## src/rtl/pe_db.sv

```systemverilog
// Double-buffered weight-stationary systolic PE: shadow weight chain, swap strobe,
// two-stage multiply / accumulate with per-sample signed or unsigned operands.
module pe_db #(
  parameter  int DW   = 8,
  parameter  int SIZE = 16,
  localparam int PW   = 2*DW + $clog2(SIZE)
) (
  input  logic          clk,
  input  logic          rst,
  input  logic          w_load,
  input  logic [DW-1:0] w_in,
  output logic [DW-1:0] w_out,
  input  logic          w_swap,
  input  logic          in_valid,
  input  logic [DW-1:0] in_data,
  input  logic          in_sgn,
  output logic          out_valid,
  output logic [DW-1:0] out_data,
  output logic          out_sgn,
  input  logic [PW-1:0] psum_in,
  output logic          psum_valid,
  output logic [PW-1:0] psum_out
);

  localparam int FW = 2*DW + 2;

  logic [DW-1:0]        shadow;
  logic [DW-1:0]        active;
  logic [PW-1:0]        prod_r;
  logic                 vld1;
  logic signed [DW:0]   w_ext;
  logic signed [DW:0]   d_ext;
  logic signed [FW-1:0] prod_full;
  logic signed [PW-1:0] prod_pw;

  // One extra bit per operand lets a single signed multiplier serve both modes:
  // unsigned operands get a 0 MSB, signed ones replicate their sign bit.
  always_comb begin
    w_ext     = {in_sgn & active[DW-1], active};
    d_ext     = {in_sgn & in_data[DW-1], in_data};
    prod_full = FW'(w_ext) * FW'(d_ext);
    prod_pw   = PW'(prod_full);
  end

  assign w_out = shadow;

  always_ff @(posedge clk or posedge rst) begin
    if (rst) begin
      shadow     <= '0;
      active     <= '0;
      out_valid  <= 1'b0;
      out_data   <= '0;
      out_sgn    <= 1'b0;
      prod_r     <= '0;
      vld1       <= 1'b0;
      psum_valid <= 1'b0;
      psum_out   <= '0;
    end else begin
      if (w_load) shadow <= w_in;
      if (w_swap) active <= shadow;
      out_valid  <= in_valid;
      out_data   <= in_data;
      out_sgn    <= in_sgn;
      prod_r     <= in_valid ? prod_pw : '0;
      vld1       <= in_valid;
      psum_out   <= prod_r + psum_in;
      psum_valid <= vld1;
    end
  end

endmodule

```

## config.mk

```make
export PLATFORM = sky130hd
export DESIGN_NAME = pe_db
export DESIGN_NICKNAME = d
export VERILOG_FILES = /design/src/rtl/pe_db.sv
export SDC_FILE = /design/constraint.sdc
export NUM_CORES = 1
export LEC_CHECK = 0
export CORE_MARGIN = 4
export CORE_UTILIZATION = 50
export DETAILED_ROUTE_END_ITERATION = 12
export GPL_TIMING_DRIVEN = 0
export PLACE_DENSITY = 0.77
export SETUP_SLACK_MARGIN = 0.05
export SLEW_MARGIN = 20
export SYNTH_ARGS = -nofsm -noshare
export SYNTH_HDL_FRONTEND = slang
export SYNTH_SLANG_ARGS = --single-unit
```

## constraint.sdc

```tcl
create_clock -name clk -period 13.5 [get_ports clk]
set_input_delay 2.025 -clock clk [delete_from_list [all_inputs] [get_ports clk]]
set_output_delay 2.025 -clock clk [all_outputs]
set_load 0.005 [all_outputs]
```

* Yosys cells after proc, flatten, opt, wreduce, memory -nomap -nowiden *
Index checks and enable logic that the tools add are counted.
Widths: inputs -> output; s select.

storage, ports and cells
  output and inout port bits = 39
  flip-flop bits (word level) = 67
  logic and storage cells = 13
  bits of input ports = 42

cells by class
  $add $sub $neg = 1
  $mul = 1
  mux-type cells = 1
  bitwise operators = 2

operators with widths
  kind            number
  $add 20x20->20  1
  $mux 20         1
  $mul 9x9->18    1
  $and 1x1->1     2

* Depth between registers and ports, before layout *
  word-level depth = 3
  depth in mapped cells = 19

* Worst setup path before layout *
No wires, ideal clock.

  path kind = input port to flip-flop
  start point = in in_sgn
  end point = reg prod_r[18]
  buffers on the path = 1
  arrival = 6.747 ns
  setup time = 0.119 ns
  stages = 18
  slack = 6.634 ns
  cell sequence = clkbuf_1 nand2_1 or2_2 fa_1 fa_1 inv_1 fa_1 fa_1 inv_1 fa_1 inv_1 ha_1 o21ai_0 nor3_1 o221ai_1 a31oi_1 xnor2_1 and2_1

on the way
  word-level cells in the longest chain between the ends = 3
  elaborated cells on any way between the ends = 4
  classes of those cells = 1 x mul; 1 x mux; 2 x bitwise

RTL lines
  element                                RTL line  text
  from (decl)                            16        input logic in_sgn,
  $and 1x1->1, on equally long branches  39, 40
  $mul 9x9->18 *                         41        prod_full = FW'(w_ext) * FW'(d_ext);
  $mux 20 *                              64        prod_r <= in_valid ? prod_pw : '0;
  to (signal assigned)                   64
  to (decl)                              29        logic [PW-1:0] prod_r;

Mark *: on every way between the ends. The rest lies on a longest branch, timed or not.
A chain may end at the register's enable or synchronous reset.

* Final worst setup path *
  start point = in in_data[7]
  end point = reg prod_r[18]

on the way
  word-level cells in the longest chain between the ends = 3

RTL lines
  element         RTL line  text
  from (decl)     15        input logic [DW-1:0] in_data,
  $and 1x1->1     40        d_ext = {in_sgn & in_data[DW-1], in_data};
  $mul 9x9->18 *  41
  $mux 20 *       64

Marks and branches as above.

==> summary.txt <==
Status: complete, no violations
Initial antenna violation count: 0
Area grow syn2layout: 21.6%
DRT Wirelength: 10900 um
PD cells: 223 nW/um^2
Setup ws final: 5910 ps
FP Rows: 39
Via count of the routed design: 4165
Ys flop type: dfrtp_1
Area after DPL: 6880 um^2
Worst Path Required: 13720 ps
Synth top area share: 0.276
Yosys reg bits: 65
Post-DP HPWL: 9000 um
Post-layout min period: 7590 ps
Final setup vio count: 0
Pins Over Slew Limit: 0
Yosys Warn Count: 0
DRT antenna net count: 0
Dpl ws: 5510 ps
Hold Path Class: flop to flop
Setup TNS: 0 ps
F_max: 132 MHz
Max cap viols: 0
GRT Total Usage: 0.182
Die width: 117 um
Post-synth top cells: inv_1, fa_1, dfrtp_1, ha_1, nand2_1
Mapped Cells: 576
Port Buffers: 78
H-tree level count: 3
Synth top area cells: dfrtp_1, fa_1, ha_1
Worst hold stages: 0
Worst vdd ir: 133 uV
Worst Path Max Fanout: 10
Drt drc: 0
Vias/cell: 5.12
Flop2flop setup slack: 8300 ps
RSZ-0062 raised after global routing: no
CTS root buffer: clkbuf_16
Nets: 836
Crit end category: flop
Die area: 13600 um^2
Post-synth EDFFs: 0
Antenna Cells: 0
Initial Util: 0.514
Cts repair resizes: 0
Sequential fraction of the synthesis area: 0.276
CP startpoint kind: input pin
Post-synth top area cell: dfrtp_1
Leakage power total: 0.00352 uW
Clk_lat worst skew: 330 ps
First-pass GRT wire length: 20000 um
Num CTS Buffers: 9
Net count after synthesis: 746
Path depth of the worst reg2reg path: 17
Bufs on Longest Clock Path: 2
Hold_buf cts: 0
Routed len/inst: 13.4 um
Hold path startpoint: vld1
DR pass1 iterations: 4
Post-synth ARST share: 1.00
# IOs: 81
Hold Path Sink: psum_valid
Reg clk slew, reported paths: 50 ps
Total power: 1600 uW
Relative slew margins: 0.692
CORE AREA: 11500 um^2
Setup Buffers After CTS: 0
Largest net degree at the start of global routing: 47
Design area: 7170 um^2
CTS tree: built
Yosys cell types: 43
Tcrit/Tclk final: 0.563
Critical Path AT: 7810 ps
Fraction of layout cells with a size suffix above 1: 0.0551
Mapped Area: 5890 um^2
Setup Skew: 3.61 ps
Vias in the first global route: 4494
FF-to-FF End: prod_r[18]
Final hold violations: 0
Setup Crit Path Kind: input pin to flop
Worst-Margin Slew: 462 ps
Die Span Y: 117 um
Most frequent cell after synthesis: inv_1
Reg2reg start: active[7]
1st-iter DRT viols: 143
Syn_area_per_cell: 10.2 um^2
Remaining global-route overflow: 0
Routability congestion estimate: 0.861
Clock sinks: 65
## per-layer routing
layer  track usage  routed length, um  up-vias
li1              -                  -     2021
met2         0.309               5310      105
met1         0.230               4790     2025
met5             0                  0        -
met3        0.0425                650       14
met4        0.0596                182        0
## area by class of cell
| cell class | count | area [um^2] |
|---|---|---|
| Clock buffer | 13 | 260 |
| Tap cell | 143 | 179 |
| Inverter | 93 | 352 |
| Multi-Input combinational cell | 400 | 3850 |
| Fill cell | 954 | 4300 |
| Sequential cell | 65 | 1630 |
| Buffer | 18 | 67.6 |
| Timing Repair Buffer | 79 | 808 |
| Clock inverter | 3 | 25.0 |
## sequential cells by signal, indices dropped and copies added (netlist names)
name	cells
active	8
psum_out	20
psum_valid	1
vld1	1
prod_r	18
out_data	8
out_sgn	1
w_out	8
## power by group
part	switching, uW	total [uW]	internal (uW)
clock	80.6	215	135
combinational	583	1110	527
sequential	18.1	276	258
## critical path, stage by stage
cell             delay (ps)
clkdlybuf4s50_1         480
clkbuf_1                310
nand2_1                 350
or2_2                   400
fa_1                    510
fa_1                    550
inv_1                    50
fa_1                    500
fa_1                    540
inv_1                    50
fa_1                    490
inv_1                    40
ha_1                    240
a211oi_1                380
nor3_1                  120
o221ai_1                310
a31oi_1                 150
xnor2_1                 150
and2_1                  160
## cell usage in the layout, fill, tap and decap left out, types with 3 or more instances in the layout
master,n
a21oi_1,25
xnor2_1,22
mux2_2,16
nor3_1,7
clkbuf_16,9
dfrtp_1,65
nand2_1,46
nand3_1,6
nand2b_1,5
inv_1,92
and3_1,9
and2_1,44
clkdlybuf4s50_1,78
ha_1,57
mux2i_1,3
nor2_1,21
o21a_1,5
xor2_1,8
a31oi_1,3
fa_1,71
clkbuf_1,20
o21ai_0,16
a21o_1,8
## logic make-up after synthesis
kind of cell / Yosys count / synth area share
flip-flops: 65 / 0.276
buffers and inverters: 111 / 0.0707
adder cells (fa/ha/maj): 128 / 0.362
XOR/XNOR: 30 / 0.0446
multiplexers: 19 / 0.0357
AND/OR/NAND/NOR: 147 / 0.127
AO/OA/AOI/OAI: 76 / 0.0835
## worst max path at each step
stage                            end  slack (ps)  depth (start not counted)       start
after floorplan           prod_r[18]        6630                         18      in_sgn
after global placement    prod_r[18]        5630                         19  in_data[7]
after detailed placement  prod_r[18]        5510                         19  in_data[7]
after CTS                 prod_r[18]        5850                         19  in_data[7]
after global routing      prod_r[18]        5480                         19  in_data[7]
final                     prod_r[18]        5910                         19  in_data[7]
## stage by stage
step / cells / hold slack [ps] / util
3_3_place_gp: 797 / 364 / 0.597
5_1_grt: 814 / 404 / 0.625
4_1_cts: 814 / 379 / 0.625
2_1_floorplan: 576 / 376 / -
3_5_place_dp: 798 / 367 / 0.600
6_report: 814 / 374 / 0.625
Note: power is estimated with default switching activity, not from simulation.
